--- config.mk ---
export PLATFORM = sky130hd
export DESIGN_NAME = vlt_lq_sched
export DESIGN_NICKNAME = d
export VERILOG_FILES = /design/src/rtl/vlt_pkg.sv /design/src/rtl/vlt_lq_weight.sv /design/src/rtl/vlt_lq_sched.sv
export SDC_FILE = /design/constraint.sdc
export NUM_CORES = 1
export LEC_CHECK = 0
export CORE_MARGIN = 1.5
export CORE_UTILIZATION = 40
export DETAILED_ROUTE_END_ITERATION = 8
export PLACE_DENSITY = 0.75
export SYNTH_ARGS = -nofsm -noshare
export SYNTH_HDL_FRONTEND = slang
export SYNTH_SLANG_ARGS = --single-unit
--- constraint.sdc ---
create_clock -name clk_i -period 3.1 [get_ports clk_i]
set_input_delay 0.62 -clock clk_i [delete_from_list [all_inputs] [get_ports clk_i]]
set_output_delay 0.62 -clock clk_i [all_outputs]
set_load 0.01 [all_outputs]
--- src/rtl/vlt_pkg.sv ---
// Shared types for the load-queue vulnerability scheduler: opcode codes,
// the shift-pair lookup result and the snapshot FSM state.
package vlt_pkg;

    localparam logic [8:0] LB    = 9'd0;
    localparam logic [8:0] LH    = 9'd1;
    localparam logic [8:0] LW    = 9'd2;
    localparam logic [8:0] LBU   = 9'd3;
    localparam logic [8:0] LHU   = 9'd4;
    localparam logic [8:0] LWU   = 9'd5;
    localparam logic [8:0] LD    = 9'd9;
    localparam logic [8:0] LWL   = 9'd11;
    localparam logic [8:0] LWR   = 9'd12;
    localparam logic [8:0] LDL   = 9'd13;
    localparam logic [8:0] LDR   = 9'd14;
    localparam logic [8:0] LL    = 9'd19;
    localparam logic [8:0] LLD   = 9'd20;
    localparam logic [8:0] PREF  = 9'd132;
    localparam logic [8:0] PREFX = 9'd133;

    typedef struct packed {
        logic       vld;
        logic [2:0] sh1;
        logic [2:0] sh2;
    } shift_pair_t;

    typedef enum logic [1:0] {
        ST_IDLE  = 2'd0,
        ST_DRAIN = 2'd1,
        ST_DONE  = 2'd2
    } state_t;

    function automatic shift_pair_t mk_pair(input logic [2:0] s1, input logic [2:0] s2);
        shift_pair_t p;
        p.vld = 1'b1;
        p.sh1 = s1;
        p.sh2 = s2;
        return p;
    endfunction

endpackage

--- src/rtl/vlt_lq_weight.sv ---
// Opcode/importance to shift-pair lookup, and the shift-add that turns a
// duration plus a registered shift pair into a vulnerability weight.
module vlt_lq_weight
    import vlt_pkg::*;
#(
    parameter int TS_W = 10
) (
    input  logic [8:0]      opcode_i,
    input  logic            important_i,
    output shift_pair_t     pair_o,
    input  logic [TS_W-1:0] dur_i,
    input  shift_pair_t     pair_i,
    output logic [TS_W+7:0] weight_o
);

    localparam int WGT_W = TS_W + 8;

    logic [WGT_W-1:0] dur_ext;

    always_comb begin
        pair_o = '0;
        case (opcode_i)
            LB, LH, LW, LBU, LHU, LWU, LD, LL, LLD: pair_o = mk_pair(3'd6, 3'd5);
            LWL, LWR, LDL, LDR: pair_o = important_i ? mk_pair(3'd7, 3'd5) : mk_pair(3'd6, 3'd5);
            PREF, PREFX: pair_o = mk_pair(3'd4, 3'd2);
            default: pair_o = '0;
        endcase
    end

    // Max shift is 7, so two shifted copies always fit in TS_W+8 bits.
    always_comb begin
        dur_ext  = WGT_W'(dur_i);
        weight_o = '0;
        if (pair_i.vld) begin
            weight_o = (dur_ext << pair_i.sh1) + (dur_ext << pair_i.sh2);
        end
    end

endmodule

--- src/rtl/vlt_lq_sched.sv ---
// Round-robin retire-port scheduler feeding a 3-stage weight/accumulate pipe
// with drain-and-snapshot handshake. Define VLT_LQ_SAT_EN to saturate the accumulator.
module vlt_lq_sched
    import vlt_pkg::*;
#(
    parameter int NUM_PORTS = 2,
    parameter int TS_W      = 10,
    parameter int ACC_W     = 48
) (
    input  logic                      clk_i,
    input  logic                      reset_n_i,
    input  logic [NUM_PORTS-1:0]      req_v_i,
    output logic [NUM_PORTS-1:0]      req_ready_o,
    input  logic [NUM_PORTS-1:0]      important_i,
    input  logic [NUM_PORTS*9-1:0]    opcode_i,
    input  logic [NUM_PORTS*TS_W-1:0] start_ts_i,
    input  logic [NUM_PORTS*TS_W-1:0] end_ts_i,
    input  logic                      clear_i,
    input  logic                      snap_req_i,
    output logic                      snap_done_o,
    output logic [ACC_W-1:0]          snap_o,
    output logic [31:0]               snap_cnt_o,
    output logic [ACC_W-1:0]          acc_o,
    output logic                      overflow_o
);

    localparam int PTR_W = (NUM_PORTS > 1) ? $clog2(NUM_PORTS) : 1;
    localparam int WGT_W = TS_W + 8;
    localparam int SUM_W = ((ACC_W > WGT_W) ? ACC_W : WGT_W) + 1;

    state_t                 state_q, state_d;
    logic [NUM_PORTS-1:0]   pnd_q, pnd_d, gnt, accept;
    logic [PTR_W-1:0]       rr_q, rr_d, gnt_idx;
    logic                   gnt_vld;

    logic [8:0]             ent_op_q  [NUM_PORTS];
    logic [8:0]             ent_op_d  [NUM_PORTS];
    logic                   ent_imp_q [NUM_PORTS];
    logic                   ent_imp_d [NUM_PORTS];
    logic [TS_W-1:0]        ent_st_q  [NUM_PORTS];
    logic [TS_W-1:0]        ent_st_d  [NUM_PORTS];
    logic [TS_W-1:0]        ent_end_q [NUM_PORTS];
    logic [TS_W-1:0]        ent_end_d [NUM_PORTS];

    logic [TS_W-1:0]        dur_p0;
    shift_pair_t            pair_p0;
    logic [TS_W-1:0]        dur_p1_q;
    shift_pair_t            pair_p1_q;
    logic                   vld_p1_q, vld_p1_d;
    logic [WGT_W-1:0]       wgt_p1;
    logic [WGT_W-1:0]       wgt_p2_q;
    logic                   vld_p2_q, vld_p2_d;

    logic [SUM_W-1:0]       sum;
    logic                   carry;
    logic [ACC_W-1:0]       acc_q, acc_d;
    logic [31:0]            cnt_q, cnt_d;
    logic                   ovf_q, ovf_d;
    logic                   drained;
    logic                   snap_done_q, snap_done_d;
    logic [ACC_W-1:0]       snap_q, snap_d;
    logic [31:0]            snap_cnt_q, snap_cnt_d;

    always_comb begin
        req_ready_o = (state_q == ST_IDLE) ? (~pnd_q | gnt) : '0;
        accept      = req_v_i & req_ready_o;
    end

    always_comb begin : arb
        int               idx;
        logic [PTR_W-1:0] idx_p;
        gnt     = '0;
        gnt_idx = '0;
        gnt_vld = 1'b0;
        idx     = 0;
        idx_p   = '0;
        for (int i = 0; i < NUM_PORTS; i++) begin
            idx = int'(rr_q) + i;
            if (idx >= NUM_PORTS) idx = idx - NUM_PORTS;
            idx_p = PTR_W'(idx);
            if (!gnt_vld && pnd_q[idx_p]) begin
                gnt_vld    = 1'b1;
                gnt[idx_p] = 1'b1;
                gnt_idx    = idx_p;
            end
        end
        rr_d = rr_q;
        if (gnt_vld) begin
            rr_d = (gnt_idx == PTR_W'(NUM_PORTS - 1)) ? '0 : gnt_idx + PTR_W'(1);
        end
    end

    // A granted slot may be refilled on the same edge it empties.
    always_comb begin
        pnd_d = (pnd_q & ~gnt) | accept;
        for (int p = 0; p < NUM_PORTS; p++) begin
            ent_op_d[p]  = ent_op_q[p];
            ent_imp_d[p] = ent_imp_q[p];
            ent_st_d[p]  = ent_st_q[p];
            ent_end_d[p] = ent_end_q[p];
            if (accept[p]) begin
                ent_op_d[p]  = opcode_i[p*9 +: 9];
                ent_imp_d[p] = important_i[p];
                ent_st_d[p]  = start_ts_i[p*TS_W +: TS_W];
                ent_end_d[p] = end_ts_i[p*TS_W +: TS_W];
            end
        end
    end

    // ---- stage 0 -> p1: duration and lookup of the granted entry ----
    assign dur_p0   = ent_end_q[gnt_idx] - ent_st_q[gnt_idx];
    assign vld_p1_d = gnt_vld;

    vlt_lq_weight #(
        .TS_W (TS_W)
    ) u_weight (
        .opcode_i    (ent_op_q[gnt_idx]),
        .important_i (ent_imp_q[gnt_idx]),
        .pair_o      (pair_p0),
        .dur_i       (dur_p1_q),
        .pair_i      (pair_p1_q),
        .weight_o    (wgt_p1)
    );

    // ---- p1 -> p2: shift-add weight ----
    assign vld_p2_d = vld_p1_q;

    // ---- p2 -> accumulator ----
    always_comb begin
        sum   = SUM_W'(acc_q) + SUM_W'(wgt_p2_q);
        carry = |sum[SUM_W-1:ACC_W];
        acc_d = acc_q;
        cnt_d = cnt_q;
        ovf_d = ovf_q;
        if (clear_i) begin
            acc_d = '0;
            cnt_d = '0;
            ovf_d = 1'b0;
        end else if (vld_p2_q) begin
            cnt_d = cnt_q + 32'd1;
            acc_d = sum[ACC_W-1:0];
            if (carry) begin
                ovf_d = 1'b1;
`ifdef VLT_LQ_SAT_EN
                acc_d = '1;
`else
                acc_d = sum[ACC_W-1:0];
`endif
            end
        end
    end

    // The snapshot is taken on the edge into DONE so it is valid with the pulse.
    always_comb begin
        drained     = (pnd_q == '0) && !vld_p1_q && !vld_p2_q;
        state_d     = state_q;
        snap_done_d = 1'b0;
        snap_d      = snap_q;
        snap_cnt_d  = snap_cnt_q;
        case (state_q)
            ST_IDLE:  if (snap_req_i) state_d = ST_DRAIN;
            ST_DRAIN: if (drained) begin
                state_d     = ST_DONE;
                snap_done_d = 1'b1;
                snap_d      = acc_q;
                snap_cnt_d  = cnt_q;
            end
            ST_DONE:  state_d = ST_IDLE;
            default:  state_d = ST_IDLE;
        endcase
    end

    always_ff @(posedge clk_i or negedge reset_n_i) begin
        if (!reset_n_i) begin
            state_q     <= ST_IDLE;
            pnd_q       <= '0;
            rr_q        <= '0;
            vld_p1_q    <= 1'b0;
            vld_p2_q    <= 1'b0;
            acc_q       <= '0;
            cnt_q       <= '0;
            ovf_q       <= 1'b0;
            snap_done_q <= 1'b0;
            snap_q      <= '0;
            snap_cnt_q  <= '0;
        end else begin
            state_q     <= state_d;
            pnd_q       <= pnd_d;
            rr_q        <= rr_d;
            vld_p1_q    <= vld_p1_d;
            vld_p2_q    <= vld_p2_d;
            acc_q       <= acc_d;
            cnt_q       <= cnt_d;
            ovf_q       <= ovf_d;
            snap_done_q <= snap_done_d;
            snap_q      <= snap_d;
            snap_cnt_q  <= snap_cnt_d;
        end
    end

    always_ff @(posedge clk_i) begin
        for (int p = 0; p < NUM_PORTS; p++) begin
            ent_op_q[p]  <= ent_op_d[p];
            ent_imp_q[p] <= ent_imp_d[p];
            ent_st_q[p]  <= ent_st_d[p];
            ent_end_q[p] <= ent_end_d[p];
        end
        dur_p1_q  <= dur_p0;
        pair_p1_q <= pair_p0;
        wgt_p2_q  <= wgt_p1;
    end

    assign acc_o       = acc_q;
    assign overflow_o  = ovf_q;
    assign snap_done_o = snap_done_q;
    assign snap_o      = snap_q;
    assign snap_cnt_o  = snap_cnt_q;

endmodule

### After elaboration in Yosys (flattened, before gate mapping)

Memories as Yosys holds them, arrays and structs flattened.
Cells that the tools add are included.
Widths: inputs -> output; s select.

* register bits after elaboration: 204
* memory bits (writable): 60
* bits of input ports: 66
* output and inout bits: 132
* word-level logic and storage cells: 121
* memories: 4

* add/sub/neg operators: 8
* order comparisons: 6
* equality and inequality tests: 19
* shift-type cells: 2
* multiplexer cells: 40
* bitwise gates (word level): 7
* reduce and logical (&&, ||, !) cells: 19

Memory list
* ent_end_q: words 2, bits a word 10, rd ports 1, clocked after Yosys merged registers in 0, write ports 2, line vlt_lq_sched.sv:42 `logic [TS_W-1:0] ent_end_q [NUM_PORTS];`
* ent_st_q: words 2, bits a word 10, rd ports 1, clocked after Yosys merged registers in 0, write ports 2, line vlt_lq_sched.sv:40 `logic [TS_W-1:0] ent_st_q [NUM_PORTS];`
* ent_op_q: words 2, bits a word 9, rd ports 1, clocked after Yosys merged registers in 0, write ports 2, line vlt_lq_sched.sv:36 `logic [8:0] ent_op_q [NUM_PORTS];`
* ent_imp_q: words 2, bits a word 1, rd ports 1, clocked after Yosys merged registers in 0, write ports 2, line vlt_lq_sched.sv:38 `logic ent_imp_q [NUM_PORTS];`

Operators with widths (number)
* $mux 48: 2
* $mux 32: 2
* $add 48x18->49: 1
* $eq 9x4->1 const B: 5
* $mux 10: 4
* $shl 10x3->18: 2
* $add 32x1->32 const B: 1
* $pmux 7 s3: 1
* $mux 1: 20
* $add 18x18->18: 1
* $eq 9x2->1 const B: 2
* $eq 9x3->1 const B: 2
* $eq 9x5->1 const B: 2
* $eq 9x8->1 const B: 2
* $mux 9: 2
* $mux 2: 5
* $sub 10x10->10: 1
* $eq 9x1->1 const B: 1
* $logic_not 9->1: 1
* $reduce_or 9->1: 1
* $or 2x2->2: 3
* $reduce_and 2->1: 3
* $logic_and 1x1->1: 5
* $and 2x2->2: 2
* other kinds (19): 30

### Depth between registers and ports, before layout

* depth after elaboration: 13
* gate-level depth with buffers: 13
* gate-level depth less buffers: 12

### Modules after synthesis

A second synthesis with hierarchy kept.

* cell total of the unflattened synthesis: 1306
* area, all modules: 13075.0 um^2

By module, submodules not included
* vlt_lq_sched: times used 1, cells each 1028, area each 11243.3 um^2, sequential area each 6731.5 um^2
* vlt_lq_weight: times used 1, cells each 278, area each 1831.8 um^2, sequential area each 0.0 um^2

### Least setup slack after synthesis

OpenSTA, ideal clock, no wires.

* kind: reg2reg
* start point: register rr_q
* end point: register dur_p1_q[8]
* setup time: 72 ps
* arrival time: 3016 ps
* required time: 3028 ps
* setup slack: 13 ps
* cell stages (with the launch flop): 13
* buffers on the path: 1
* clock period less this slack: 3087 ps
* cells stage by stage: dfrtp_1 nand2b_1 nand2_1 clkbuf_1 mux2_2 ha_1 fa_1 nor2b_1 o21ai_0 a21boi_0 o21ai_0 a211oi_1 xor2_1

* word-level cells in the longest chain between the ends: 10
* elaborated cells on any way between the ends: 19
* classes of those cells: add/sub (4); order compare (2); mux (9); reduce/logical (2); memory (2)

Ends and longest elaborated chain
* from (decl): line vlt_lq_sched.sv:33 `logic [PTR_W-1:0] rr_q, rr_d, gnt_idx;`
* from (signal assigned): line vlt_lq_sched.sv:189 `rr_q <= rr_d;`
* $ge 1x2->1 or $sub 1x1->1 (tied branches): line vlt_lq_sched.sv:79 `if (idx >= NUM_PORTS) idx = idx - NUM_PORTS;`
* $mux 1: line vlt_lq_sched.sv:79
* $mux 1 (implied by the code) (2 in series): line vlt_lq_sched.sv:81 `if (!gnt_vld && pnd_q[idx_p]) begin`
* $mux 1: line vlt_lq_sched.sv:81
* $logic_not 1->1: line vlt_lq_sched.sv:81
* $logic_and 1x1->1: line vlt_lq_sched.sv:81
* $mux 1 (*): line vlt_lq_sched.sv:81
* $mem_v2 2x10, on equally long branches
* $sub 10x10->10 (*): line vlt_lq_sched.sv:111 `assign dur_p0 = ent_end_q[gnt_idx] - ent_st_q[gnt_idx];`
* named net dur_p0[8]: line vlt_lq_sched.sv:45 `logic [TS_W-1:0] dur_p0;`
* to (signal assigned): line vlt_lq_sched.sv:208 `dur_p1_q <= dur_p0;`
* to (decl): line vlt_lq_sched.sv:47 `logic [TS_W-1:0] dur_p1_q;`

The timed path passes the listed nets; every way through them passes the cells marked *. The select of a mux whose other input is x is not followed.
A chain may end at the register's enable or synchronous reset.

### Worst setup path after layout

* start point: register pair_p1_q[0] in the netlist's numbering
* end point: register wgt_p2_q[15]

* word-level cells in the longest chain between the ends: 2

Ends and longest elaborated chain
* from (decl): line vlt_lq_sched.sv:48 `shift_pair_t pair_p1_q;`
* from (signal assigned): line vlt_lq_sched.sv:209 `pair_p1_q <= pair_p0;`
* $shl 10x3->18: line vlt_lq_weight.sv:35 `weight_o = (dur_ext << pair_i.sh1) + (dur_ext << pair_i.sh2);`
* $add 18x18->18: line vlt_lq_weight.sv:35
* to (signal assigned): line vlt_lq_sched.sv:210 `wgt_p2_q <= wgt_p1;`
* to (decl): line vlt_lq_sched.sv:51 `logic [WGT_W-1:0] wgt_p2_q;`

Every way passes these cells.

==> impl_metrics.json <==
{
  "synthCells": 1321,
  "worstPathRequired_ps": 3590,
  "arrival_ps": 3380,
  "area_growth_pct": 27.6,
  "dieArea_um2": 33400,
  "clock_latency_ps": 570,
  "hold_viol": 0,
  "final.period_utilization_pct": 93.2,
  "r2r_slack_ps": 210,
  "grt_pass1_wl_um": 50900,
  "drc": 0,
  "setup_slack_ps": 211,
  "cts_tree": "built",
  "maxCapViolCount": 0,
  "drv_slew": 0,
  "dp_slack_ps": 78.9,
  "antenna_found_initial": 0,
  "synth_area_um2": 12900,
  "r2r_end": "wgt_p2_q[15]",
  "ant_nets": 0,
  "synth_edf_count": 60,
  "wl_um": 31000,
  "worst_hold_path_type": "input port to async pin",
  "final.min_clock_period_ps": 2890,
  "utilization_pct": 52.0,
  "cp_cell_sequence": "mux2_2, o21ai_0, o21ai_0, ha_1, a21oi_2, o311ai_2, o32ai_1, buf_4, o31ai_2, o31ai_2, mux2i_1",
  "cpPeakStageDelay_ps": 370,
  "diodes": 0,
  "synthDistinctLibCells": 74,
  "numPortBuffers": 197,
  "slowest_stage": "ha_1",
  "slew_headroom_pct": 35.6,
  "postCtsHoldBufs": 0,
  "cp_max_fo": 4,
  "io_pins": 198,
  "async_flop_share_pct": 64.8,
  "cp-start-kind": "register",
  "fmax_mhz": 346,
  "cts.sinks": 261,
  "routed_via_density": 5.36,
  "rows": 65,
  "dp_hpwl_um": 22200,
  "grt_pass1_vias": 10200,
  "cts_buffers": 29,
  "setup_viol": 0,
  "finish.instance_area_um2": 16500,
  "r2r_start": "pair_p1_q[0]",
  "finalSetupTns_ps": 0,
  "routabilityCongestion": 0.876,
  "wire_per_inst_um": 15.9,
  "die_x_um": 183,
  "final_nets": 1638,
  "fp.dieH_um": 183,
  "synth-seq-cells": 261,
  "n_fill_cell": 2827,
  "initial_core_util_pct": 40.8,
  "overflow": 0,
  "drt_iter0_drc": 627,
  "critPathTopFamily": "compound AO/OA/AOI/OAI gates",
  "cp-end-kind": "register",
  "fin_worst_skew_ps": 21.0,
  "leakage_nw": 7.10,
  "first_pass_iters": 5,
  "vdd_drop_max_uv": 621,
  "place_area_um2": 15500,
  "whs_ps": 57.4,
  "synthFlopType": "dfrtp_1",
  "criticalPathCategory": "register to register",
  "reg2regPathDepth": 11,
  "final_common_cell": "nand2_1",
  "clockRootBuffer": "clkbuf_16",
  "path_buf_inv": 1,
  "cts_buffer_depth": 3,
  "avgSynthCellArea_um2": 9.79,
  "coreArea_um2": 31700,
  "rsz0062_at_grt": "false",
  "path_clk_slew_ps": 60,
  "gr-usage-all-layers_pct": 18.4,
  "grt_max_degree": 92,
  "vias": 10400,
  "status": "finished, final reports clean",
  "ys_seq_area_share_pct": 51.6,
  "p_per_area_nw_per_um2": 709,
  "worst_slew_pin_slew_ps": 965,
  "synth_nets": 1435,
  "layout-drive-gt1-share_pct": 8.73,
  "mostFrequentLayoutCells": "nand2_1, clkdlybuf4s50_1, dfrtp_1",
  "yosysWarnings": 0,
  "htree_levels": 1
}
==> power by group <==
group          total, mW  switching, mW  internal, mW  leakage [nW]
Sequential          4.24          0.274          3.97          3.16
Combinational       3.90           2.27          1.63          3.46
Clock               3.55           1.45          2.11         0.476
==> flip-flops by register name, summed over array words and instances (netlist names) <==
| name | count |
|---|---|
| pnd_q | 2 |
| ent_end_q | 20 |
| snap_cnt_o | 32 |
| vld_p2_q | 1 |
| wgt_p2_q | 18 |
| ent_st_q | 20 |
| pair_p1_q | 4 |
| cnt_q | 32 |
| overflow_o | 1 |
| ent_imp_q | 2 |
| acc_o | 48 |
| snap_done_o | 1 |
| snap_o | 48 |
| vld_p1_q | 1 |
| ent_op_q | 18 |
| dur_p1_q | 10 |
| state_q | 2 |
| rr_q | 1 |
==> synth_stat cells (7+ instances only) <==
cell        n  area (um^2)
edfxtp_1   60         1800
xnor2_1    26          228
xor2_1     29          254
a211oi_1    8         60.1
dfrtp_1   169         4230
nor2_1     84          315
nand2_1   287         1080
nand4_1    24          150
o31ai_1    16          120
clkbuf_1   43          161
inv_1      38          143
mux2_2     17          191
dfxtp_1    32          641
mux2i_1    41          410
a22o_1      8         70.1
buf_2      11         55.1
or4_1      16          120
and3_1     13         81.3
a21o_1     12         90.1
ha_1       45          563
nand2b_1    8         50.1
o21ai_0    60          300
or3_1      21          131
nor4_1      8         50.1
nand3_1    25          125
nor3_1     19         95.1
a21oi_1    73          365
o41ai_1     7         61.3
o21bai_1    7         52.6
and2_1     18          113
==> timing repair <==
action,CTS,global route
resized for setup,0,10
endpoints found under the hold margin,0,0
endpoints found under the setup margin,0,7
setup buffers,0,1
==> area by class of cell <==
type	instances	area (um^2)	share of cell area, %
inverters	41	154	0.933
flip-flops and latches	261	6670	40.4
repair buffers	232	2270	13.7
clock inverters	16	198	1.20
multi-input cells	959	5900	35.7
well taps	402	503	3.05
clock buffers	37	806	4.88
==> routing by layer <==
layer,wire length (um),part of all wire [%],vias up,global-route usage (%)
li1,-,-,5066,-
met1,13600,44,5045,23.8
met2,15200,49,278,32.4
met3,1450,4.7,46,2.46
met4,690,2.2,0,4.66
met5,0,0,-,0
==> through the flow <==
| stage | total power [mW] | std cells |
|---|---|---|
| 2_1_floorplan | 6.89 | 1321 |
| 3_3_place_gp | 8.02 | 1894 |
| 3_5_place_dp | 8.12 | 1894 |
| 4_1_cts | 11.7 | 1947 |
| 5_1_grt | 12.4 | 1948 |
| 6_report | 11.7 | 1948 |
==> how the worst max path moves through the flow <==
stage                 startpoint            to  slack [ps]  cells past startpoint
floorplan                   rr_q   dur_p1_q[8]          10                     12
global placement    pair_p1_q[0]  wgt_p2_q[15]         120                     11
detailed placement  pair_p1_q[0]  wgt_p2_q[15]          80                     13
CTS                 pair_p1_q[0]  wgt_p2_q[15]          50                     13
global route        pair_p1_q[0]  wgt_p2_q[15]           8                     13
finish              pair_p1_q[0]  wgt_p2_q[15]         210                     11
==> cells by family after synthesis <==
family,Yosys count,synth area share [%]
xor+xnor,55,3.72
buf+inv,101,3.10
fa+ha+maj,48,4.82
mux,58,4.65
simple gates,560,20.4
compound gates,238,11.8
flops,261,51.6
Note: power is estimated with default switching activity, not from simulation.
